File: src/rtl/inst_fetch_unit_pkg.sv
// Shared fetch-stage definitions: default width, RV32 opcodes, FSM encoding
// and immediate extraction helpers for next-PC prediction.
package inst_fetch_unit_pkg;

  localparam int XLEN_DEF = 32;

  localparam logic [6:0] OPC_JAL    = 7'b1101111;
  localparam logic [6:0] OPC_BRANCH = 7'b1100011;
  localparam logic [6:0] OPC_JALR   = 7'b1100111;

  typedef enum logic {
    STATUS_IDLE = 1'b0,
    STATUS_WAIT = 1'b1
  } fetch_state_e;

  function automatic logic [31:0] imm_b(input logic [31:0] inst);
    return {{20{inst[31]}}, inst[7], inst[30:25], inst[11:8], 1'b0};
  endfunction

  function automatic logic [31:0] imm_j(input logic [31:0] inst);
    return {{12{inst[31]}}, inst[19:12], inst[20], inst[30:21], 1'b0};
  endfunction

endpackage

File: src/rtl/inst_fetch_unit_fetch_queue.sv
// Circular FIFO between fetch and decode; head is read from the register
// storage and forced to zero while empty.
module fetch_queue #(
  parameter int WIDTH = 65,
  parameter int DEPTH = 4
) (
  input  logic             clk,
  input  logic             rst_n,
  input  logic             en,
  input  logic             flush,
  input  logic             enq,
  input  logic             deq,
  input  logic [WIDTH-1:0] enq_data,
  output logic [WIDTH-1:0] head_data,
  output logic             full,
  output logic             empty
);

  localparam int AW = (DEPTH > 1) ? $clog2(DEPTH) : 1;

  logic [WIDTH-1:0] mem [DEPTH];
  logic [AW-1:0]    rd_ptr;
  logic [AW-1:0]    wr_ptr;
  logic [AW:0]      count;
  logic             do_enq;
  logic             do_deq;

  assign full   = (count == (AW+1)'(DEPTH));
  assign empty  = (count == '0);
  assign do_enq = enq & ~full;
  assign do_deq = deq & ~empty;

  assign head_data = empty ? '0 : mem[rd_ptr];

  // Pointers wrap naturally because DEPTH is a power of two.
  always_ff @(posedge clk) begin
    if (!rst_n) begin
      rd_ptr <= '0;
      wr_ptr <= '0;
      count  <= '0;
    end else if (en) begin
      if (flush) begin
        rd_ptr <= '0;
        wr_ptr <= '0;
        count  <= '0;
      end else begin
        if (do_enq) begin
          mem[wr_ptr] <= enq_data;
          wr_ptr      <= wr_ptr + AW'(1);
        end
        if (do_deq) begin
          rd_ptr <= rd_ptr + AW'(1);
        end
        if (do_enq && !do_deq) begin
          count <= count + (AW+1)'(1);
        end else if (!do_enq && do_deq) begin
          count <= count - (AW+1)'(1);
        end
      end
    end
  end

endmodule

File: src/rtl/inst_fetch_unit.sv
// Fetch stage: PC register, icache lookup with memory-controller miss path,
// static JAL / predicted branch next-PC, and the decoder-facing queue.
module inst_fetch_unit
  import inst_fetch_unit_pkg::*;
#(
  parameter int              XLEN     = XLEN_DEF,
  parameter int              IQ_DEPTH = 4,
  parameter logic [XLEN-1:0] RESET_PC = '0
) (
  input  logic            clk_in,
  input  logic            rst_in,
  input  logic            rdy_in,
  input  logic            ic_to_if_hit,
  input  logic [XLEN-1:0] ic_to_if_inst,
  output logic [XLEN-1:0] if_to_ic_addr,
  output logic            if_to_ic_fill,
  output logic [XLEN-1:0] if_to_ic_fill_inst,
  output logic            if_to_mc_valid,
  output logic [XLEN-1:0] if_to_mc_pc,
  input  logic            mc_to_if_ready,
  input  logic [XLEN-1:0] mc_to_if_inst,
  output logic [XLEN-1:0] if_to_pr_pc,
  input  logic            pr_to_if_taken,
  input  logic            rob_to_if_redirect,
  input  logic [XLEN-1:0] rob_to_if_target,
  output logic            if_to_dc_valid,
  input  logic            dc_to_if_ready,
  output logic [XLEN-1:0] if_to_dc_inst,
  output logic [XLEN-1:0] if_to_dc_pc,
  output logic            if_to_dc_pred_taken
);

  localparam int QW = 2 * XLEN + 1;

  fetch_state_e    state;
  logic [XLEN-1:0] pc;
  logic [XLEN-1:0] req_pc;
  logic            discard;

  logic            q_full;
  logic            q_empty;
  logic            q_enq;
  logic [QW-1:0]   q_head;
  logic            lookup;
  logic            mem_done;
  logic [XLEN-1:0] enq_inst;
  logic            enq_pred;
  logic [XLEN-1:0] pc_next;
  logic [XLEN-1:0] jal_off;
  logic [XLEN-1:0] br_off;

  assign lookup   = (state == STATUS_IDLE) & ~q_full;
  assign mem_done = (state == STATUS_WAIT) & mc_to_if_ready;
  assign enq_inst = (state == STATUS_IDLE) ? ic_to_if_inst : mc_to_if_inst;
  assign jal_off  = XLEN'($signed(imm_j(enq_inst[31:0])));
  assign br_off   = XLEN'($signed(imm_b(enq_inst[31:0])));
  assign q_enq    = ~rob_to_if_redirect &
                    ((lookup & ic_to_if_hit) | (mem_done & ~discard));

  // While a miss is outstanding pc equals req_pc unless redirected,
  // and a redirected response is discarded, so pc is always the base.
  always_comb begin
    pc_next  = pc + XLEN'(4);
    enq_pred = 1'b0;
    if (enq_inst[6:0] == OPC_JAL) begin
      pc_next  = pc + jal_off;
      enq_pred = 1'b1;
    end else if (enq_inst[6:0] == OPC_BRANCH && pr_to_if_taken) begin
      pc_next  = pc + br_off;
      enq_pred = 1'b1;
    end
  end

  always_ff @(posedge clk_in) begin
    if (!rst_in) begin
      state   <= STATUS_IDLE;
      pc      <= RESET_PC;
      req_pc  <= '0;
      discard <= 1'b0;
    end else if (rdy_in) begin
      unique case (state)
        STATUS_IDLE: begin
          if (rob_to_if_redirect) begin
            pc <= rob_to_if_target;
          end else if (lookup) begin
            if (ic_to_if_hit) begin
              pc <= pc_next;
            end else begin
              req_pc <= pc;
              state  <= STATUS_WAIT;
            end
          end
        end
        STATUS_WAIT: begin
          if (mc_to_if_ready) begin
            state   <= STATUS_IDLE;
            discard <= 1'b0;
            if (rob_to_if_redirect) begin
              pc <= rob_to_if_target;
            end else if (!discard) begin
              pc <= pc_next;
            end
          end else if (rob_to_if_redirect) begin
            pc      <= rob_to_if_target;
            discard <= 1'b1;
          end
        end
        default: state <= STATUS_IDLE;
      endcase
    end
  end

  fetch_queue #(
    .WIDTH (QW),
    .DEPTH (IQ_DEPTH)
  ) u_queue (
    .clk       (clk_in),
    .rst_n     (rst_in),
    .en        (rdy_in),
    .flush     (rob_to_if_redirect),
    .enq       (q_enq),
    .deq       (if_to_dc_valid & dc_to_if_ready),
    .enq_data  ({enq_inst, (state == STATUS_IDLE) ? pc : req_pc, enq_pred}),
    .head_data (q_head),
    .full      (q_full),
    .empty     (q_empty)
  );

  assign if_to_ic_addr      = (state == STATUS_WAIT) ? req_pc : (q_full ? '0 : pc);
  assign if_to_ic_fill      = rdy_in & mem_done;
  assign if_to_ic_fill_inst = if_to_ic_fill ? mc_to_if_inst : '0;
  assign if_to_mc_valid     = (state == STATUS_WAIT);
  assign if_to_mc_pc        = req_pc;
  assign if_to_pr_pc        = pc;

  assign if_to_dc_valid = ~q_empty;
  assign {if_to_dc_inst, if_to_dc_pc, if_to_dc_pred_taken} = q_head;

endmodule

File: config.mk
export PLATFORM = sky130hd
export DESIGN_NAME = inst_fetch_unit
export DESIGN_NICKNAME = d
export VERILOG_FILES = /design/src/rtl/inst_fetch_unit_pkg.sv /design/src/rtl/inst_fetch_unit_fetch_queue.sv /design/src/rtl/inst_fetch_unit.sv
export SDC_FILE = /design/constraint.sdc
export NUM_CORES = 1
export LEC_CHECK = 0
export ABC_AREA = 1
export BUFFER_PORTS_ARGS = -buffer_cell sky130_fd_sc_hd__buf_4
export CAP_MARGIN = 15
export CORE_MARGIN = 3
export CORE_UTILIZATION = 55
export CTS_BUF_LIST = sky130_fd_sc_hd__clkbuf_16
export DETAILED_ROUTE_END_ITERATION = 16
export MAX_ROUTING_LAYER = met4
export PLACE_DENSITY = 0.77
export SYNTH_ARGS = -nofsm -noshare
export SYNTH_HDL_FRONTEND = slang
export SYNTH_HIERARCHICAL = 1
export SYNTH_SLANG_ARGS = --single-unit
File: constraint.sdc
create_clock -name clk_in -period 5.8 [get_ports clk_in]
set_input_delay 0.29 -clock clk_in [delete_from_list [all_inputs] [get_ports clk_in]]
set_output_delay 0.29 -clock clk_in [all_outputs]
set_load 0.01 [all_outputs]
==> qor.yml <==
run_status:
  status: "finished, final reports clean"
worst_setup_path:
  cp_top_family: "compound AO/OA/AOI/OAI gates"
  critPathMostFrequentCell: "sky130_fd_sc_hd__nand2_1"
  data_required_critical_path_ns: 6.27
  crit_path_max_delay_cell_type: "sky130_fd_sc_hd__o21ai_0"
  timing.critical_path.cells: "inv_8, o21ai_0, ha_1, inv_1, fa_1, o21ai_1, nand2_1, nand2_1, nand2_1, nand2_1, xor2_1, o21ai_0, a21oi_1, o21ai_1, a21oi_1"
  worst-setup-path-type: "flop to flop"
  worst-path-buf-inv: 2
  timing.critical_path.slowest_cell_delay_ns: 0.77
  critPathArrivalTime_ns: 4.40
  timing.critical_path.fanout_max: 61
  worst_setup_path_start_kind: "flop"
  end_kind: "flop"
placed_design:
  port-buffer-count: 299
  hpwlAfterDp_microns: 52100
  routabilityCongestion: 1.02
floorplan:
  core.rowCount: 68
  die_area_sq_um: 37500
  initial_utilization_pct: 55.9
  fp.dieW_microns: 194
  design.core.area_sq_um: 34600
  io_pins: 300
  die_h_microns: 194
detailed_routing:
  routedWlPerCell_microns: 22.5
  drt-pass1-iter-count: 7
  drtIter0Drc: 2088
  detail-route-antenna-nets: 0
  drc: 0
  finalWirelength_microns: 71400
  vias_per_cell: 5.90
  detailroute.via_count: 18800
clock_network:
  clock-sinks: 335
  cts_buffers: 35
  clock_path_buffers: 3
  clkLatencyLatePin_ns: 0.54
  clock_tree.root_cell: "sky130_fd_sc_hd__clkbuf_16"
  tritoncts: "yes"
  number_of_buffers_added_for_setup_after_cts: 0
  path_clk_slew_ns: 0.06
  htree_levels: 2
timing:
  min_period_ns: 3.93
  final-hold-violation-count: 0
  max_clock_freq_ghz: 0.255
  maxSlewViolCount: 0
  min_period_over_period_pct: 67.7
  tns_ns: 0
  grt_setup_unrepaired: "no"
  timing.final.setup_violations: 0
  slew-limit-headroom_pct: 24.7
  clock_skew_ns: 0.0223
  max_slew.worst_pin.slew_ns: 1.12
power:
  worst_ir_drop_vdd_uv: 210
  static-leakage-power_nw: 9.91
  power_w: 0.00602
  power_density_nw_per_um2: 262
global_routing:
  maximum_number_of_pins_on_one_net_before_global_route_repair: 107
  grt_overflow: 0
  vias_in_the_first_global_route: 17300
  antenna_violations_before_repair: 2
  grt_usage_pct: 37.5
  grt_pass1_wl_microns: 105000
synthesis:
  ys_warn_count: 6
  mappedNetlistNets: 2600
  synth_cell_types: 53
  mappedNetlistArea_sq_um: 19300
  synthesis.area_per_instance_sq_um: 7.91
  ys_ff_latch: 335
  number_of_instances_in_the_synthesized_netlist: 2445
  seq_area_frac_synth_pct: 48.1
finish:
  utilization_pct: 66.3
  layout.cells.most_common: "sky130_fd_sc_hd__nand2_1"
  final_nets: 2849
  syn2layout_area_growth_pct: 18.7
  fillerInstances: 2835
  mostFrequentLayoutCells: "506 x sky130_fd_sc_hd__nand2_1, 435 x sky130_fd_sc_hd__nor2_1, 321 x sky130_fd_sc_hd__buf_4"
  layout-drive-gt1-share_pct: 15.6
job:
  maxCapViolCount: 0
worst_hold_path:
  worst_hold_path_type: "input pin to flop"
worst paths after layout:
| check | start | to | slack [ns] | cells after the start |
|---|---|---|---|---|
| setup / recovery | if_to_mc_valid$_SDFFE_PN0P_ | if_to_pr_pc[13]$_SDFFE_PN0P_ | 1.87 | 15 |
| hold / removal | rob_to_if_target[0] | if_to_pr_pc[0]$_SDFFE_PN0P_ | 0.06 | 3 |
| setup reg to reg | if_to_mc_valid$_SDFFE_PN0P_ | if_to_pr_pc[13]$_SDFFE_PN0P_ | 1.87 | 15 |
| hold reg to reg | u_queue/rd_ptr[1]$_SDFFE_PN0P_ | flop | 0.50 | 2 |
final cells by class:
cell class	instances	area (sq um)	area share [%]
timing repair buffer	324	2450	10.7
tap	455	569	2.48
multi-input combinational	1766	8620	37.5
sequential	335	9320	40.6
clock inverter	27	239	1.04
clock buffer	35	876	3.82
inverter	232	882	3.84
antenna	2	5.00	0.0218
worst reg2reg max path, delay by kind of cell, from the launching register on:
family                   cells  cell delay (ns)
XOR/XNOR                     1             0.29
flip-flops                   1             0.38
AO/OA/AOI/OAI                6             1.79
AND/OR/NAND/NOR              4             0.47
adder cells (fa/ha/maj)      2             0.76
buffers and inverters        2             0.19
sequential cells by signal, indices dropped and copies added, names as in the netlist, named ones only:
name and count:
u_queue/mem 260, if_to_mc_pc 32, if_to_pr_pc 32, u_queue/count 3, u_queue/rd_ptr 2, u_queue/wr_ptr 2
discard 1, if_to_mc_valid 1
Yosys cell counts (all sizes together):
cell / instances / area (sq um)
a21boi: 2 / 22.5
a21oi: 213 / 1080
inv: 231 / 877
o21a: 4 / 30.0
nor4: 1 / 6.26
nand4: 12 / 75.1
clkinv: 1 / 3.75
o22ai: 2 / 12.5
o211ai: 10 / 85.1
buf: 47 / 325
o211a: 1 / 10.0
o31ai: 32 / 240
or2: 5 / 31.3
nand3b: 4 / 30.0
nor2: 446 / 1700
nand2: 514 / 1960
nor3b: 2 / 15.0
a21o: 3 / 22.5
clkbuf: 65 / 258
xor2: 28 / 245
xnor2: 11 / 96.3
o221ai: 5 / 43.8
fa: 3 / 60.1
nor3: 22 / 110
a31oi: 4 / 25.0
o21bai: 7 / 52.6
a32o: 1 / 10.0
ha: 48 / 601
a211oi: 6 / 45.0
a221oi: 2 / 30.0
nand3: 113 / 588
edfxtp: 260 / 7810
dfxtp: 75 / 1500
o311ai: 1 / 8.76
o21ai: 264 / 1340
timing repair:
item	CTS	global route
resized for setup	0	0
hold buffers	2	0
hold endpoints to repair	2	0
through the flow:
step                instance area (sq um)  instances  hold slack [ns]  setup slack, ns
floorplan                           19300       2445            0.428             1.01
finish                              23000       3176           0.0616             1.87
CTS                                 23000       3174           0.0265             1.89
global route                        23000       3176           0.0495             1.62
global placement                    21800       3110            0.469             1.95
detailed placement                  21800       3110            0.473             1.95
logic make-up (layout without fill, tap and decap cells):
kind of cell               Yosys count  count (layout)  share of synthesized area, %
and+or+nand+nor                   1119            1119                          23.3
AOI/OAI and AO/OA                  557             557                          15.8
buffers and inverters              344             618                          7.57
DFF                                335             335                          48.1
adders and majority gates           51              51                          3.41
xor gates and xnor gates            39              39                          1.77
other                                0               2                             0
layer usage:
| layer | track usage, % | share of wire (%) | vias to the layer above |
|---|---|---|---|
| met3 | 4.49 | 8.2 | 208 |
| met1 | 46.5 | 38 | 8781 |
| met4 | 17.1 | 5.6 | 0 |
| met2 | 62.0 | 48 | 1079 |
| li1 | - | - | 8685 |
| met5 | - | 0 | - |
power breakdown:
part,leakage [nW],switching [W],internal (W),total [W]
Sequential,2.94,0.0000755,0.00264,0.00271
Combinational,6.38,0.000747,0.000377,0.00112
Clock,0.591,0.000936,0.00125,0.00218
Note: power is estimated with default switching activity, not from simulation.
